File: config.mk
export PLATFORM = sky130hd
export DESIGN_NAME = mem_stage_lsu
export DESIGN_NICKNAME = d
export VERILOG_FILES = /design/src/rtl/lsu_pkg.sv /design/src/rtl/lsu_byte_lane.sv /design/src/rtl/mem_stage_lsu.sv
export SDC_FILE = /design/constraint.sdc
export NUM_CORES = 1
export LEC_CHECK = 0
export ABC_AREA = 1
export BUFFER_PORTS_ARGS = -buffer_cell sky130_fd_sc_hd__clkbuf_2
export CAP_MARGIN = 20
export CORE_MARGIN = 8
export CORE_UTILIZATION = 51
export CTS_BUF_LIST = sky130_fd_sc_hd__clkbuf_2 sky130_fd_sc_hd__clkbuf_4 sky130_fd_sc_hd__clkbuf_8
export DETAILED_ROUTE_END_ITERATION = 6
export GPL_TIMING_DRIVEN = 0
export PLACE_DENSITY = 0.83
export RECOVER_POWER = 25
export SETUP_SLACK_MARGIN = 0.5
export SYNTH_ARGS = -nofsm -noshare
export SYNTH_HDL_FRONTEND = slang
export SYNTH_SLANG_ARGS = --single-unit
File: constraint.sdc
create_clock -name clk -period 8.56 [get_ports clk]
set_clock_uncertainty 0.05 [all_clocks]
set_input_delay 1.712 -clock clk [delete_from_list [all_inputs] [get_ports clk]]
set_output_delay 1.712 -clock clk [all_outputs]
set_load 0.02 [all_outputs]
File: src/rtl/lsu_pkg.sv
// Shared types and lane helpers for the LEGv8 memory-access stage.
package lsu_pkg;

  typedef enum logic {
    IDLE = 1'b0,
    BUSY = 1'b1
  } lsu_state_e;

  localparam int unsigned BYTE_LANES = 8;
  localparam int unsigned XLEN       = 64;

  // Lane enables: all lanes for a doubleword, one lane for a byte access.
  function automatic logic [BYTE_LANES-1:0] byte_enable(input logic       is_byte,
                                                        input logic [2:0] offset);
    logic [BYTE_LANES-1:0] one;
    one = {{(BYTE_LANES-1){1'b0}}, 1'b1};
    if (is_byte) begin
      return one << offset;
    end
    return '1;
  endfunction

  // Extract the addressed byte lane from a doubleword.
  function automatic logic [7:0] lane_select(input logic [XLEN-1:0] data,
                                             input logic [2:0]      offset);
    return data[8*offset +: 8];
  endfunction

endpackage

File: src/rtl/lsu_byte_lane.sv
// Byte-lane steering: store replication, byte enables, load lane extraction.
module lsu_byte_lane
  import lsu_pkg::*;
#(
  parameter int unsigned DATA_WIDTH = 64
) (
  input  logic                  i_xferByte,
  input  logic [2:0]            i_offset,
  input  logic [DATA_WIDTH-1:0] i_storeData,
  input  logic [DATA_WIDTH-1:0] i_rdata,
  output logic [BYTE_LANES-1:0] o_byteEn,
  output logic [DATA_WIDTH-1:0] o_wdata,
  output logic [DATA_WIDTH-1:0] o_loadData
);

  logic [7:0] w_lane;

  // Steer store data and load data according to access size and offset.
  always_comb begin
    o_byteEn = byte_enable(i_xferByte, i_offset);
    w_lane   = lane_select(i_rdata, i_offset);
    if (i_xferByte) begin
      o_wdata    = {BYTE_LANES{i_storeData[7:0]}};
      o_loadData = {{(DATA_WIDTH-8){1'b0}}, w_lane};
    end else begin
      o_wdata    = i_storeData;
      o_loadData = i_rdata;
    end
  end

endmodule

File: src/rtl/mem_stage_lsu.sv
// LEGv8 memory-access stage: issues LDUR/STUR/LDURB/STURB to a
// variable-latency data memory and drives the MEM/WB register bank.
module mem_stage_lsu
  import lsu_pkg::*;
#(
  parameter int unsigned DATA_WIDTH = 64
) (
  input  logic                  clk,
  input  logic                  reset,
  input  logic                  in_valid,
  input  logic                  in_MemRead,
  input  logic                  in_MemWrite,
  input  logic                  in_xferByte,
  input  logic                  in_RegWrite,
  input  logic                  in_MemToReg,
  input  logic [4:0]            in_Rd,
  input  logic [DATA_WIDTH-1:0] in_addr,
  input  logic [DATA_WIDTH-1:0] in_storeData,
  output logic                  stall,
  output logic                  mem_req,
  output logic                  mem_we,
  output logic [DATA_WIDTH-1:0] mem_addr,
  output logic [DATA_WIDTH-1:0] mem_wdata,
  output logic [BYTE_LANES-1:0] mem_byteEn,
  input  logic                  mem_ready,
  input  logic [DATA_WIDTH-1:0] mem_rdata,
  output logic                  wb_valid,
  output logic                  wb_RegWrite,
  output logic [4:0]            wb_Rd,
  output logic [DATA_WIDTH-1:0] wb_data,
  output logic                  align_fault
);

  lsu_state_e            r_state;
  logic [DATA_WIDTH-1:0] r_addr;
  logic [DATA_WIDTH-1:0] r_storeData;
  logic [4:0]            r_Rd;
  logic                  r_write;
  logic                  r_xferByte;
  logic                  r_RegWrite;
  logic                  r_MemToReg;

  logic                  r_wb_valid;
  logic                  r_wb_RegWrite;
  logic [4:0]            r_wb_Rd;
  logic [DATA_WIDTH-1:0] r_wb_data;
  logic                  r_fault;

  logic                  w_memop;
  logic                  w_fault;
  logic                  w_busy;
  logic [BYTE_LANES-1:0] w_byteEn;
  logic [DATA_WIDTH-1:0] w_wdata;
  logic [DATA_WIDTH-1:0] w_loadData;

  lsu_byte_lane #(
    .DATA_WIDTH(DATA_WIDTH)
  ) u_byte_lane (
    .i_xferByte (r_xferByte),
    .i_offset   (r_addr[2:0]),
    .i_storeData(r_storeData),
    .i_rdata    (mem_rdata),
    .o_byteEn   (w_byteEn),
    .o_wdata    (w_wdata),
    .o_loadData (w_loadData)
  );

  // Classify the instruction currently offered by EX/MEM.
  always_comb begin
    w_memop = in_valid & (in_MemRead | in_MemWrite);
    w_fault = w_memop & (((~in_xferByte) & (in_addr[2:0] != 3'b000)) |
                         (in_MemRead & in_MemWrite));
    w_busy  = (r_state == BUSY);
  end

  // Upstream hold: while accepting a legal memop, then until memory answers.
  // Reset forces it low so a held memop on the inputs cannot leak through.
  always_comb begin
    stall = 1'b0;
    if (!reset) begin
      if (w_busy) begin
        stall = ~mem_ready;
      end else begin
        stall = w_memop & ~w_fault;
      end
    end
  end

  // Memory port is driven only from the latched request while BUSY.
  always_comb begin
    mem_req    = w_busy;
    mem_we     = w_busy & r_write;
    mem_addr   = '0;
    mem_wdata  = '0;
    mem_byteEn = '0;
    if (w_busy) begin
      mem_addr   = {r_addr[DATA_WIDTH-1:3], 3'b000};
      mem_wdata  = w_wdata;
      mem_byteEn = w_byteEn;
    end
  end

  // FSM, request latches and MEM/WB register bank.
  always_ff @(posedge clk or posedge reset) begin
    if (reset) begin
      r_state       <= IDLE;
      r_addr        <= '0;
      r_storeData   <= '0;
      r_Rd          <= '0;
      r_write       <= 1'b0;
      r_xferByte    <= 1'b0;
      r_RegWrite    <= 1'b0;
      r_MemToReg    <= 1'b0;
      r_wb_valid    <= 1'b0;
      r_wb_RegWrite <= 1'b0;
      r_wb_Rd       <= '0;
      r_wb_data     <= '0;
      r_fault       <= 1'b0;
    end else begin
      case (r_state)
        IDLE: begin
          if (w_memop && !w_fault) begin
            r_addr        <= in_addr;
            r_storeData   <= in_storeData;
            r_Rd          <= in_Rd;
            r_write       <= in_MemWrite;
            r_xferByte    <= in_xferByte;
            r_RegWrite    <= in_RegWrite;
            r_MemToReg    <= in_MemToReg;
            r_wb_valid    <= 1'b0;
            r_wb_RegWrite <= 1'b0;
            r_state       <= BUSY;
          end else if (w_memop) begin
            r_wb_valid    <= 1'b1;
            r_wb_RegWrite <= 1'b0;
            r_wb_Rd       <= in_Rd;
            r_wb_data     <= '0;
            r_fault       <= 1'b1;
          end else if (in_valid) begin
            r_wb_valid    <= 1'b1;
            r_wb_RegWrite <= in_RegWrite;
            r_wb_Rd       <= in_Rd;
            r_wb_data     <= in_addr;
          end else begin
            r_wb_valid    <= 1'b0;
            r_wb_RegWrite <= 1'b0;
          end
        end
        BUSY: begin
          if (mem_ready) begin
            r_wb_valid    <= 1'b1;
            r_wb_RegWrite <= r_write ? 1'b0 : r_RegWrite;
            r_wb_Rd       <= r_Rd;
            r_wb_data     <= r_write ? '0 : (r_MemToReg ? w_loadData : r_addr);
            r_state       <= IDLE;
          end else begin
            r_wb_valid    <= 1'b0;
            r_wb_RegWrite <= 1'b0;
          end
        end
        default: r_state <= IDLE;
      endcase
    end
  end

  // Register outputs.
  always_comb begin
    wb_valid    = r_wb_valid;
    wb_RegWrite = r_wb_RegWrite;
    wb_Rd       = r_wb_Rd;
    wb_data     = r_wb_data;
    align_fault = r_fault;
  end

endmodule

==> impl_metrics.py <==
metrics = {
    "synth": {
        "ys_seq_area_share_pct": 47.2,
        "syn-cell-area_mm2": 0.0111,
        "netlist_instances": 1598,
        "syn_area_per_cell_um2": 6.97,
        "ys_types": 22,
        "synth-seq-cells": 210,
        "synth-warning-count": 0,
        "yosys.area.top_type": "dfrtp_1",
        "synthTopCellsByArea": "dfrtp_1 47%, nand2_1 21%, inv_1 5.1%, a21oi_1 4.9%, nand3_1 4.6%",
        "synth.top_cell.area_share_pct": 47.2,
    },
    "die": {
        "dieHeight_um": 164,
        "die_area_mm2": 0.0268,
        "start_util_pct": 51.5,
        "ios": 417,
        "die_w_um": 164,
        "coreArea_mm2": 0.0216,
        "rows": 54,
    },
    "layout": {
        "final_cell_mix": "632 x nand2_1, 411 x clkbuf_2, 210 x dfrtp_1, 151 x inv_1, 110 x nor2_1",
        "syn2layout_area_growth_pct": 28.9,
        "nNetsFinal": 2260,
        "nFillCells": 1983,
        "postLayoutCellArea_mm2": 0.0144,
        "final_common_cell": "nand2_1",
        "fin_util_pct": 66.4,
        "drive_gt1_share_pct": 25.8,
    },
    "timing": {
        "slew_headroom_pct": -181,
        "fin_tns_setup_ps": 0,
        "finalCriticalPeriod_ps": 5000,
        "final-hold-violation-count": 0,
        "worstMarginPinSlew_ps": 4190,
        "setup_violations": 0,
        "rsz0062_at_grt": "no",
        "final_max_slew_viol_count": 90,
        "holdWs_ps": 422,
        "finalCritPeriodShare_pct": 58.4,
        "max_freq_ghz": 0.200,
    },
    "route": {
        "antenna_left": 0,
        "wl_per_cell_um": 20.4,
        "dr.pass1.iters": 7,
        "dr_total_vias": 13200,
        "drt-initial-drc-count": 1404,
        "viasPerCell": 5.58,
        "drt_wl_total_um": 48100,
        "remaining_drc_errors": 1,
    },
    "global_routing": {
        "track_usage_pct": 35.1,
        "gr-total-overflow": 0,
        "grt_first_pass_wirelength_um": 72800,
        "grt_pass1_vias": 13400,
        "grt_start_max_net_pins": 122,
        "antenna_found_initial": 5,
    },
    "place": {
        "portBuffers": 413,
        "placed_area_mm2": 0.0136,
        "dp.final_hpwl_um": 36900,
        "globalplace.congestion": 0.955,
    },
    "clock_tree": {
        "cts_resized": 0,
        "clock-sinks": 210,
        "ctsHoldBuffers": 0,
        "htree_levels": 2,
        "cts_tree": "built",
        "clockBufferDepth": 3,
        "clk_latency_ps": 530,
        "cts_root_buf": "clkbuf_8",
        "path_clk_slew_ps": 60,
        "post-cts-setup-buffers": 0,
        "cts_buffers": 38,
    },
    "power": {
        "leakagePower_nw": 8.18,
        "power_mw": 5.69,
        "peakVddDrop_v": 0.000196,
        "power_density_mw_per_mm2": 396,
    },
    "setup_path": {
        "critical_path_required_ps": 6800,
        "path_max_fanout": 6,
        "end_kind": "primary output",
        "crit_path_start_kind": "input port",
        "path_class": "input port to primary output",
        "cp.arrival_ps": 3230,
    },
    "hold_path": {
        "hp-class": "flop to flop",
    },
    "status": {
        "outcome": "complete, but fails checks",
        "violations": "DRC, capacitance limit, slew limit",
    },
    "flow_run": {
        "maxCapViolations": 1,
    },
}
## flip-flops by register name (all words and copies together), names as in the netlist
signal	count
r_xferByte	1
r_RegWrite	1
r_write	1
wb_Rd	5
wb_valid	1
wb_data	64
mem_req	1
wb_RegWrite	1
align_fault	1
r_storeData	64
r_Rd	5
r_addr	64
r_MemToReg	1
## report_power, final
group / internal [mW] / leakage (nW) / switching [mW]
Combinational: 0.861 / 5.22 / 2.07
Clock: 0.552 / 0.410 / 0.430
Sequential: 1.46 / 2.56 / 0.315
Total: 2.88 / 8.18 / 2.82
## through the flow
stage,cells,worst slack [ps]
floorplan,1600,1060
global placement,2293,-1590
detailed placement,2294,4030
CTS,2358,3860
global route,2358,3510
finish,2361,3560
## critical path, stage by stage
cell	delay [ps]
clkbuf_1	110
o21ai_0	720
nor2_1	90
nand2_1	140
nand2_1	80
nand2_1	160
nor2_1	60
clkbuf_2	160
## cells in the mapped netlist
cell / n
nand2_1: 632
o22ai_1: 9
nand3_2: 1
clkinv_1: 1
buf_2: 47
o21ai_2: 2
buf_6: 2
o21bai_1: 1
dfrtp_1: 210
nand4_1: 1
nand3_1: 103
a31oi_1: 61
inv_1: 152
o21ai_0: 88
a21oi_1: 109
nand2_2: 1
buf_4: 6
nor2_1: 110
clkbuf_1: 46
buf_1: 13
nor2_2: 2
conb_1: 1
## metal layers
layer | share of wire (%) | GRT usage (%) | vias up | routed length, um
li1 | - | - | 5935 | -
met4 | 6.1 | 22.1 | 8 | 2920
met2 | 48 | 58.4 | 942 | 23000
met5 | 0.098 | 0 | - | 47
met3 | 13 | 11.2 | 203 | 6170
met1 | 33 | 38.6 | 6097 | 15900
## cell families (layout without fill, tap and decap cells)
| logic type | Yosys count | count (layout) | synth area share [%] |
|---|---|---|---|
| AND/OR/NAND/NOR | 850 | 850 | 29.9 |
| AO/OA/AOI/OAI | 270 | 270 | 13.0 |
| buffers and inverters | 267 | 745 | 9.86 |
| flip-flops | 210 | 210 | 47.2 |
| other | 1 | 6 | 0.0337 |
## worst paths after layout
| path | endpoint | cells past startpoint | slack [ps] | startpoint |
|---|---|---|---|---|
| max in group asynchronous | wb_data[2]$_DFFE_PP0P_ | 2 | 4140 | reset |
| worst max register to register | mem_req$_DFF_PP0_ | 7 | 6170 | mem_req$_DFF_PP0_ |
| worst max-delay path | stall | 8 | 3560 | in_MemWrite |
| min in group asynchronous | r_addr[41]$_DFFE_PP0P_ | 2 | 2390 | reset |
| worst min-delay path | r_storeData[32]$_DFFE_PP0P_ | 2 | 420 | r_storeData[32]$_DFFE_PP0P_ |
| worst min register to register | r_storeData[32]$_DFFE_PP0P_ | 2 | 420 | r_storeData[32]$_DFFE_PP0P_ |
## cell type report
| cell class | count | area, um^2 | area share (%) |
|---|---|---|---|
| Clock inverter | 3 | 17.5 | 0.122 |
| Timing Repair Buffer | 414 | 2090 | 14.6 |
| Antenna cell | 3 | 7.51 | 0.0523 |
| Inverter | 153 | 576 | 4.01 |
| Sequential cell | 210 | 5260 | 36.6 |
| Tap cell | 280 | 350 | 2.44 |
| Buffer | 114 | 524 | 3.65 |
| Clock buffer | 61 | 752 | 5.23 |
| Multi-Input combinational cell | 1123 | 4790 | 33.4 |
No activity file was read; power rests on OpenSTA's default activity.
